### src/rtl/tlb_pkg.sv
// Shared definitions for the PCID-tagged set-associative TLB: FSM encoding,
// flush-mode constant and helpers deriving field widths from the parameters.
package tlb_pkg;

  typedef enum logic [1:0] {
    ST_IDLE   = 2'd0,
    ST_LOOKUP = 2'd1,
    ST_INSERT = 2'd2,
    ST_FLUSH  = 2'd3
  } tlb_state_e;

  localparam logic FLUSH_MODE_ALL  = 1'b1;
  localparam logic FLUSH_MODE_PCID = 1'b0;

  // Entry layout, MSB first: {valid, tag, pcid, ppn}
  function automatic int set_w(input int nset);
    return $clog2(nset);
  endfunction

  function automatic int tag_w(input int saddr, input int spage, input int nset);
    return saddr - spage - $clog2(nset);
  endfunction

  function automatic int ppn_w(input int saddr, input int spage);
    return saddr - spage;
  endfunction

  function automatic int entry_w(input int saddr, input int spage, input int nset,
                                 input int spcid);
    return 1 + tag_w(saddr, spage, nset) + spcid + ppn_w(saddr, spage);
  endfunction

  function automatic int entry_valid_bit(input int saddr, input int spage, input int nset,
                                         input int spcid);
    return entry_w(saddr, spage, nset, spcid) - 1;
  endfunction

endpackage

### src/rtl/tlb_plru_tree.sv
// Generic tree-PLRU: victim walk from the root and path update for an accessed way.
module tlb_plru_tree #(
  parameter int NWAY  = 8,
  parameter int WAY_W = $clog2(NWAY)
) (
  input  logic [NWAY-2:0]  tree,
  input  logic [WAY_W-1:0] acc_way,
  output logic [WAY_W-1:0] victim,
  output logic [NWAY-2:0]  tree_nxt
);

  int node;
  int idx;

  // A node bit of 0 steers the victim into the left subtree.
  always_comb begin
    victim = '0;
    node   = 0;
    for (int l = 0; l < WAY_W; l++) begin
      victim[WAY_W-1-l] = tree[node];
      node = 2 * node + 1 + (tree[node] ? 1 : 0);
    end
  end

  // Every node on the accessed path points to the opposite subtree.
  always_comb begin
    tree_nxt = tree;
    idx      = 0;
    for (int l = 0; l < WAY_W; l++) begin
      idx = (1 << l) - 1 + int'(acc_way >> (WAY_W - l));
      tree_nxt[idx] = ~acc_way[WAY_W-1-l];
    end
  end

endmodule

### src/rtl/tlb_plru_nway.sv
// N-way set-associative TLB with PCID tags, tree-PLRU replacement,
// valid/ready lookup, walker inserts and full / per-PCID flush sweeps.
module tlb_plru_nway
  import tlb_pkg::*;
#(
  parameter int SADDR = 32,
  parameter int SPAGE = 12,
  parameter int NSET  = 8,
  parameter int NWAY  = 8,
  parameter int SPCID = 12
) (
  input  logic             clk,
  input  logic             rst_n,
  input  logic             req_valid,
  output logic             req_ready,
  input  logic [SADDR-1:0] req_va,
  input  logic [SPCID-1:0] req_pcid,
  output logic             resp_valid,
  output logic             resp_hit,
  output logic [SADDR-1:0] resp_pa,
  input  logic             ins_valid,
  input  logic [SADDR-1:0] ins_va,
  input  logic [SADDR-1:0] ins_pa,
  input  logic [SPCID-1:0] ins_pcid,
  input  logic             flush_all,
  input  logic             flush_pcid_valid,
  input  logic [SPCID-1:0] flush_pcid,
  output logic             busy
);

  localparam int SET_W = set_w(NSET);
  localparam int TAG_W = tag_w(SADDR, SPAGE, NSET);
  localparam int PPN_W = ppn_w(SADDR, SPAGE);
  localparam int WAY_W = $clog2(NWAY);

  tlb_state_e state, state_nxt;

  logic [SADDR-1:0] lat_va;
  logic [SPCID-1:0] lat_pcid;
  logic [PPN_W-1:0] lat_ppn;
  logic             flush_mode;
  logic [SPCID-1:0] flush_pcid_q;
  logic [SET_W-1:0] fcnt;

  logic [NSET-1:0][NWAY-1:0]             vld;
  logic [NSET-1:0][NWAY-2:0]             plru;
  logic [NSET-1:0][NWAY-1:0][TAG_W-1:0]  tag_mem;
  logic [NSET-1:0][NWAY-1:0][SPCID-1:0]  pcid_mem;
  logic [NSET-1:0][NWAY-1:0][PPN_W-1:0]  ppn_mem;

  logic [SET_W-1:0] lat_set;
  logic [TAG_W-1:0] lat_tag;
  logic [NWAY-1:0]  match;
  logic             hit, any_inv;
  logic [WAY_W-1:0] hit_way, inv_way, victim, acc_way;
  logic [NWAY-2:0]  tree_nxt;
  logic             flush_req;
  logic             unused_pa_ofs;

  assign flush_req     = flush_all | flush_pcid_valid;
  assign req_ready     = rst_n && (state == ST_IDLE) && !flush_req && !ins_valid;
  assign busy          = (state == ST_FLUSH);
  assign lat_set       = lat_va[SPAGE +: SET_W];
  assign lat_tag       = lat_va[SADDR-1 -: TAG_W];
  assign unused_pa_ofs = ^ins_pa[SPAGE-1:0];

  for (genvar w = 0; w < NWAY; w++) begin : g_cmp
    assign match[w] = vld[lat_set][w] && (tag_mem[lat_set][w] == lat_tag)
                      && (pcid_mem[lat_set][w] == lat_pcid);
  end

  // Descending scan leaves the lowest matching / invalid index selected.
  always_comb begin
    hit_way = '0;
    inv_way = '0;
    any_inv = 1'b0;
    for (int w = NWAY - 1; w >= 0; w--) begin
      if (match[w]) hit_way = WAY_W'(w);
      if (!vld[lat_set][w]) begin
        inv_way = WAY_W'(w);
        any_inv = 1'b1;
      end
    end
  end

  assign hit     = |match;
  assign acc_way = (state == ST_INSERT && !hit) ? (any_inv ? inv_way : victim) : hit_way;

  tlb_plru_tree #(.NWAY(NWAY)) u_plru (
    .tree     (plru[lat_set]),
    .acc_way  (acc_way),
    .victim   (victim),
    .tree_nxt (tree_nxt)
  );

  always_comb begin
    state_nxt = state;
    unique case (state)
      ST_IDLE: begin
        if (flush_req)      state_nxt = ST_FLUSH;
        else if (ins_valid) state_nxt = ST_INSERT;
        else if (req_valid) state_nxt = ST_LOOKUP;
      end
      ST_LOOKUP, ST_INSERT: state_nxt = ST_IDLE;
      ST_FLUSH: if (fcnt == SET_W'(NSET - 1)) state_nxt = ST_IDLE;
      default: state_nxt = ST_IDLE;
    endcase
  end

  always_ff @(posedge clk or negedge rst_n) begin
    if (!rst_n) begin
      state      <= ST_IDLE;
      fcnt       <= '0;
      vld        <= '0;
      plru       <= '0;
      resp_valid <= 1'b0;
      resp_hit   <= 1'b0;
      resp_pa    <= '0;
    end else begin
      state      <= state_nxt;
      resp_valid <= (state == ST_LOOKUP);
      unique case (state)
        ST_LOOKUP: begin
          resp_hit <= hit;
          resp_pa  <= hit ? {ppn_mem[lat_set][hit_way], lat_va[SPAGE-1:0]} : '0;
          if (hit) plru[lat_set] <= tree_nxt;
        end
        ST_INSERT: begin
          vld[lat_set][acc_way] <= 1'b1;
          plru[lat_set]         <= tree_nxt;
        end
        ST_FLUSH: begin
          for (int w = 0; w < NWAY; w++)
            if (flush_mode == FLUSH_MODE_ALL || pcid_mem[fcnt][w] == flush_pcid_q)
              vld[fcnt][w] <= 1'b0;
          if (flush_mode == FLUSH_MODE_ALL) plru[fcnt] <= '0;
          fcnt <= (fcnt == SET_W'(NSET - 1)) ? '0 : fcnt + SET_W'(1);
        end
        default: ;
      endcase
    end
  end

  // Datapath latches and entry payload need no reset; valid bits qualify them.
  always_ff @(posedge clk) begin
    if (state == ST_IDLE) begin
      if (flush_req) begin
        flush_mode   <= flush_all ? FLUSH_MODE_ALL : FLUSH_MODE_PCID;
        flush_pcid_q <= flush_pcid;
      end else if (ins_valid) begin
        lat_va   <= ins_va;
        lat_pcid <= ins_pcid;
        lat_ppn  <= ins_pa[SADDR-1:SPAGE];
      end else if (req_valid) begin
        lat_va   <= req_va;
        lat_pcid <= req_pcid;
      end
    end
    if (state == ST_INSERT) begin
      tag_mem[lat_set][acc_way]  <= lat_tag;
      pcid_mem[lat_set][acc_way] <= lat_pcid;
      ppn_mem[lat_set][acc_way]  <= lat_ppn;
    end
  end

endmodule

### config.mk
export PLATFORM = sky130hd
export DESIGN_NAME = tlb_plru_nway
export DESIGN_NICKNAME = d
export VERILOG_FILES = /design/src/rtl/tlb_pkg.sv /design/src/rtl/tlb_plru_tree.sv /design/src/rtl/tlb_plru_nway.sv
export SDC_FILE = /design/constraint.sdc
export NUM_CORES = 2
export LEC_CHECK = 0
export CORE_AREA = 8 8 880 534
export CTS_BUF_LIST = sky130_fd_sc_hd__clkbuf_8
export CTS_CLUSTER_SIZE = 20
export DETAILED_ROUTE_END_ITERATION = 8
export DIE_AREA = 0 0 888 542
export PLACE_DENSITY = 0.43
export SYNTH_ARGS = -nofsm -noshare
export SYNTH_HDL_FRONTEND = slang
export SYNTH_HIERARCHICAL = 1
export SYNTH_SLANG_ARGS = --single-unit
### constraint.sdc
create_clock -name clk -period 13.8 [get_ports clk]
set_input_delay 2.76 -clock clk [delete_from_list [all_inputs] [get_ports clk]]
set_output_delay 2.76 -clock clk [all_outputs]
set_load 0.03 [all_outputs]
==> metrics <==
async set-reset flop share out of synthesis=4.715%; commonest non-fill, non-tap cell in the layout=edfxtp_1; synthesis-to-layout area growth=14.97%; CP Cell Sequence=buf_4, buf_4, and2_4, buf_4, a22oi_1, nand2_1, xor2_1, or4b_2, nor4_1, o211ai_1, a31oi_2, nor2_4, nand2_1, nand3_2, nor2_4, buf_4, buf_4; GRT overflow=0; LEAKAGE=50.54 nW; dpl cells=14,168; period utilization=72.00%; port buffer count=161; kind of critical path=flop to flop; vias in the first global route=84,760; final hold violations=0; post-route cell area=0.1569 mm²; DRC violations left=0; CTS tree=built; Inserted Clock Buffers=538; post_cts resized=0; gp weighted congestion=0.8448; main flop type after synthesis=edfxtp_1; EDFF count, synth=3,213; DIE AREA=0.4813 mm²; first-pass GRT wire length=736,300 µm; Overall Global Routing Usage=21.98%; hold_ws=about 0.46 ns; CP Launch Type=flop; main area contributors after synthesis=edfxtp_1 71%, mux2i_1 3.6%, dfrtp_1 2.9%; Rows=193; setup tns final=0 ns; Final min period=9.936 ns; critical path peak fanout=27; buffer count from post-CTS setup fixing=0; number of sinks driven by the clock tree=3,372; CP max stage delay=about 0.84 ns; worst path bufs/invs=5; Initial Util=29.82%; worst path required time=around 14 ns; # setup viols final=0; Ys Warns=6; die height=542 µm; Worst Hold Launch=lat_va[10]$_DFFE_PP_; Critical Path Most Common Cell=buf_4; initial DRC count=12,483; max-slew violation count=0; sequential area share after synthesis=73.62%; remaining antenna violation count=0; Mapped Cells=roughly 8,000; CP max-delay cell=a31oi_2; clock tree buffer depth=4; count of state elements after synthesis=between 3,000 and 4,000; area leader, netlist=edfxtp_1; hold crit path type=flop to flop; most frequent cells in the layout=3,213 x edfxtp_1, 575 x clkbuf_8, 516 x a22oi_1; share of the synthesized area in the top cell type=70.71%; Core ar.=approximately 0.46 mm²; f_max=roughly 100 MHz; clk_lat worst skew=~1.1 ns; pin count of the biggest net entering global routing=118; Worst Skew=0.08438 ns; boundary pin count=174; Post-DP Area=0.1470 mm²; via count=86,720; r2r startpoint=lat_va[13]$_DFFE_PP_; crit path from=lat_va[13]$_DFFE_PP_; average size of a mapped cell=approximately 17 µm²; chip width=888 µm; fraction of layout cells with a size suffix above 1=a little under a fifth; Cell variety after synth=90; nets@finish=8,711; Worst Tran Pin Value=1.435 ns; total wire length after detailed routing=~550,000 µm; synthesized area=0.1365 mm²; wire per inst=36.44 µm; crit path DAT=between 10 and 15 ns; initial antenna violation count=58; syn_nets=8,212; Worst slew margin=3.615%; Final Instance Count excl. Fillers=15,130; cell family with most CP delay=simple AND/OR/NAND/NOR gates; endpoint class of the critical path=flop; First-pass DRT Iterations=9; detailed placement HPWL=between 300,000 and 400,000 µm; cts hold-fix bufs=0; max-cap violations=0; H-tree depth=6; Clk pin slew, worst setup/hold paths=roughly 0.07 ns; clk root buf=clkbuf_8; Pwr Density=151.2 mW/mm²; RSZ-0062 raised after global routing=false; status=finished, final reports clean; via-per-instance ratio=approximately 5.7; VDD IR max=0.1484 mV
cell type report:
type / instances / area (µm²)
diodes: 27 / 67.56
clock buffers: 574 / 7900
clock inverters: 360 / 1883
fillers: 43436 / 300700
inverters: 22 / 96.34
multi-input cells: 4113 / 34120
flip-flops and latches: 3372 / 100500
well taps: 6142 / 7685
repair buffers: 520 / 4669
state kept, by name (all words and copies together) (netlist names):
name          count
lat_ppn          20
pcid_mem        768
lat_va           32
resp_valid        1
fcnt              3
ppn_mem        1280
resp_hit          1
plru             56
tag_mem        1088
vld              64
state             2
lat_pcid         12
flush_mode        1
flush_pcid_q     12
resp_pa          32
logic make-up after synthesis:
logic type | count (synthesis) | synth area share [%]
DFF | 3372 | 73.62
AOI/OAI and AO/OA | 1918 | 10.15
muxes | 956 | 8.780
and+or+nand+nor | 945 | 3.573
buffers and inverters | 583 | 1.969
xor gates and xnor gates | 288 | 1.849
adders and majority gates | 6 | 0.05502
per-layer routing:
layer / global-route usage [%] / wire length [µm]
met5: 0 / 28
met4: 5.138 / 12700
met3: 6.145 / 63590
met2: 30.54 / 222600
met1: 33.52 / 252300
power breakdown:
part	internal (mW)	leakage [nW]	switching, mW
clock network	4.08	5.65	4.19
registers	11.4	31.0	0.108
logic	1.11	13.9	2.80
Yosys cell counts (all sizes together) (12+ instances only):
library cell,instances
nand2b,13
o221ai,141
edfxtp,3213
mux2i,490
nor2b,19
or2,14
a22o,67
nor4,84
mux4,160
a31oi,12
buf,278
a221o,43
nand4,117
and3b,12
nor2,203
a221oi,152
a21oi,90
inv,20
nand3,57
nor3,60
clkbuf,283
and2,14
o2bb2ai,67
o22a,54
a22oi,516
xnor2,178
and3,19
mux2,306
dfrtp,159
nand2,242
or4,27
o22ai,435
xor2,110
o21ai,230
worst paths after layout:
path / endpoint / cells after the start / slack (ns)
worst max-delay path: ppn_mem[879]$_DFFE_PP_ / 17 / 3.86
worst min-delay path: resp_pa[10]$_DFFE_PN0P_ / 1 / 0.46
worst max register to register: ppn_mem[879]$_DFFE_PP_ / 17 / 3.86
worst min register to register: resp_pa[10]$_DFFE_PN0P_ / 1 / 0.46
max in group asynchronous: vld[44]$_DFFE_PN0P_ / 3 / 10.02
min in group asynchronous: resp_pa[1]$_DFFE_PN0P_ / 1 / 1.66
stage by stage:
stage          worst slack (ns)  power [mW]  util, %
2_1_floorplan             6.356       13.74        -
3_3_place_gp              4.002       15.53    32.12
3_5_place_dp              3.991       15.55    32.13
4_1_cts                   3.977       23.80    34.26
5_1_grt                   3.801       24.46    34.27
6_report                  3.864       23.72    34.28
No activity file was read; power rests on OpenSTA's default activity.
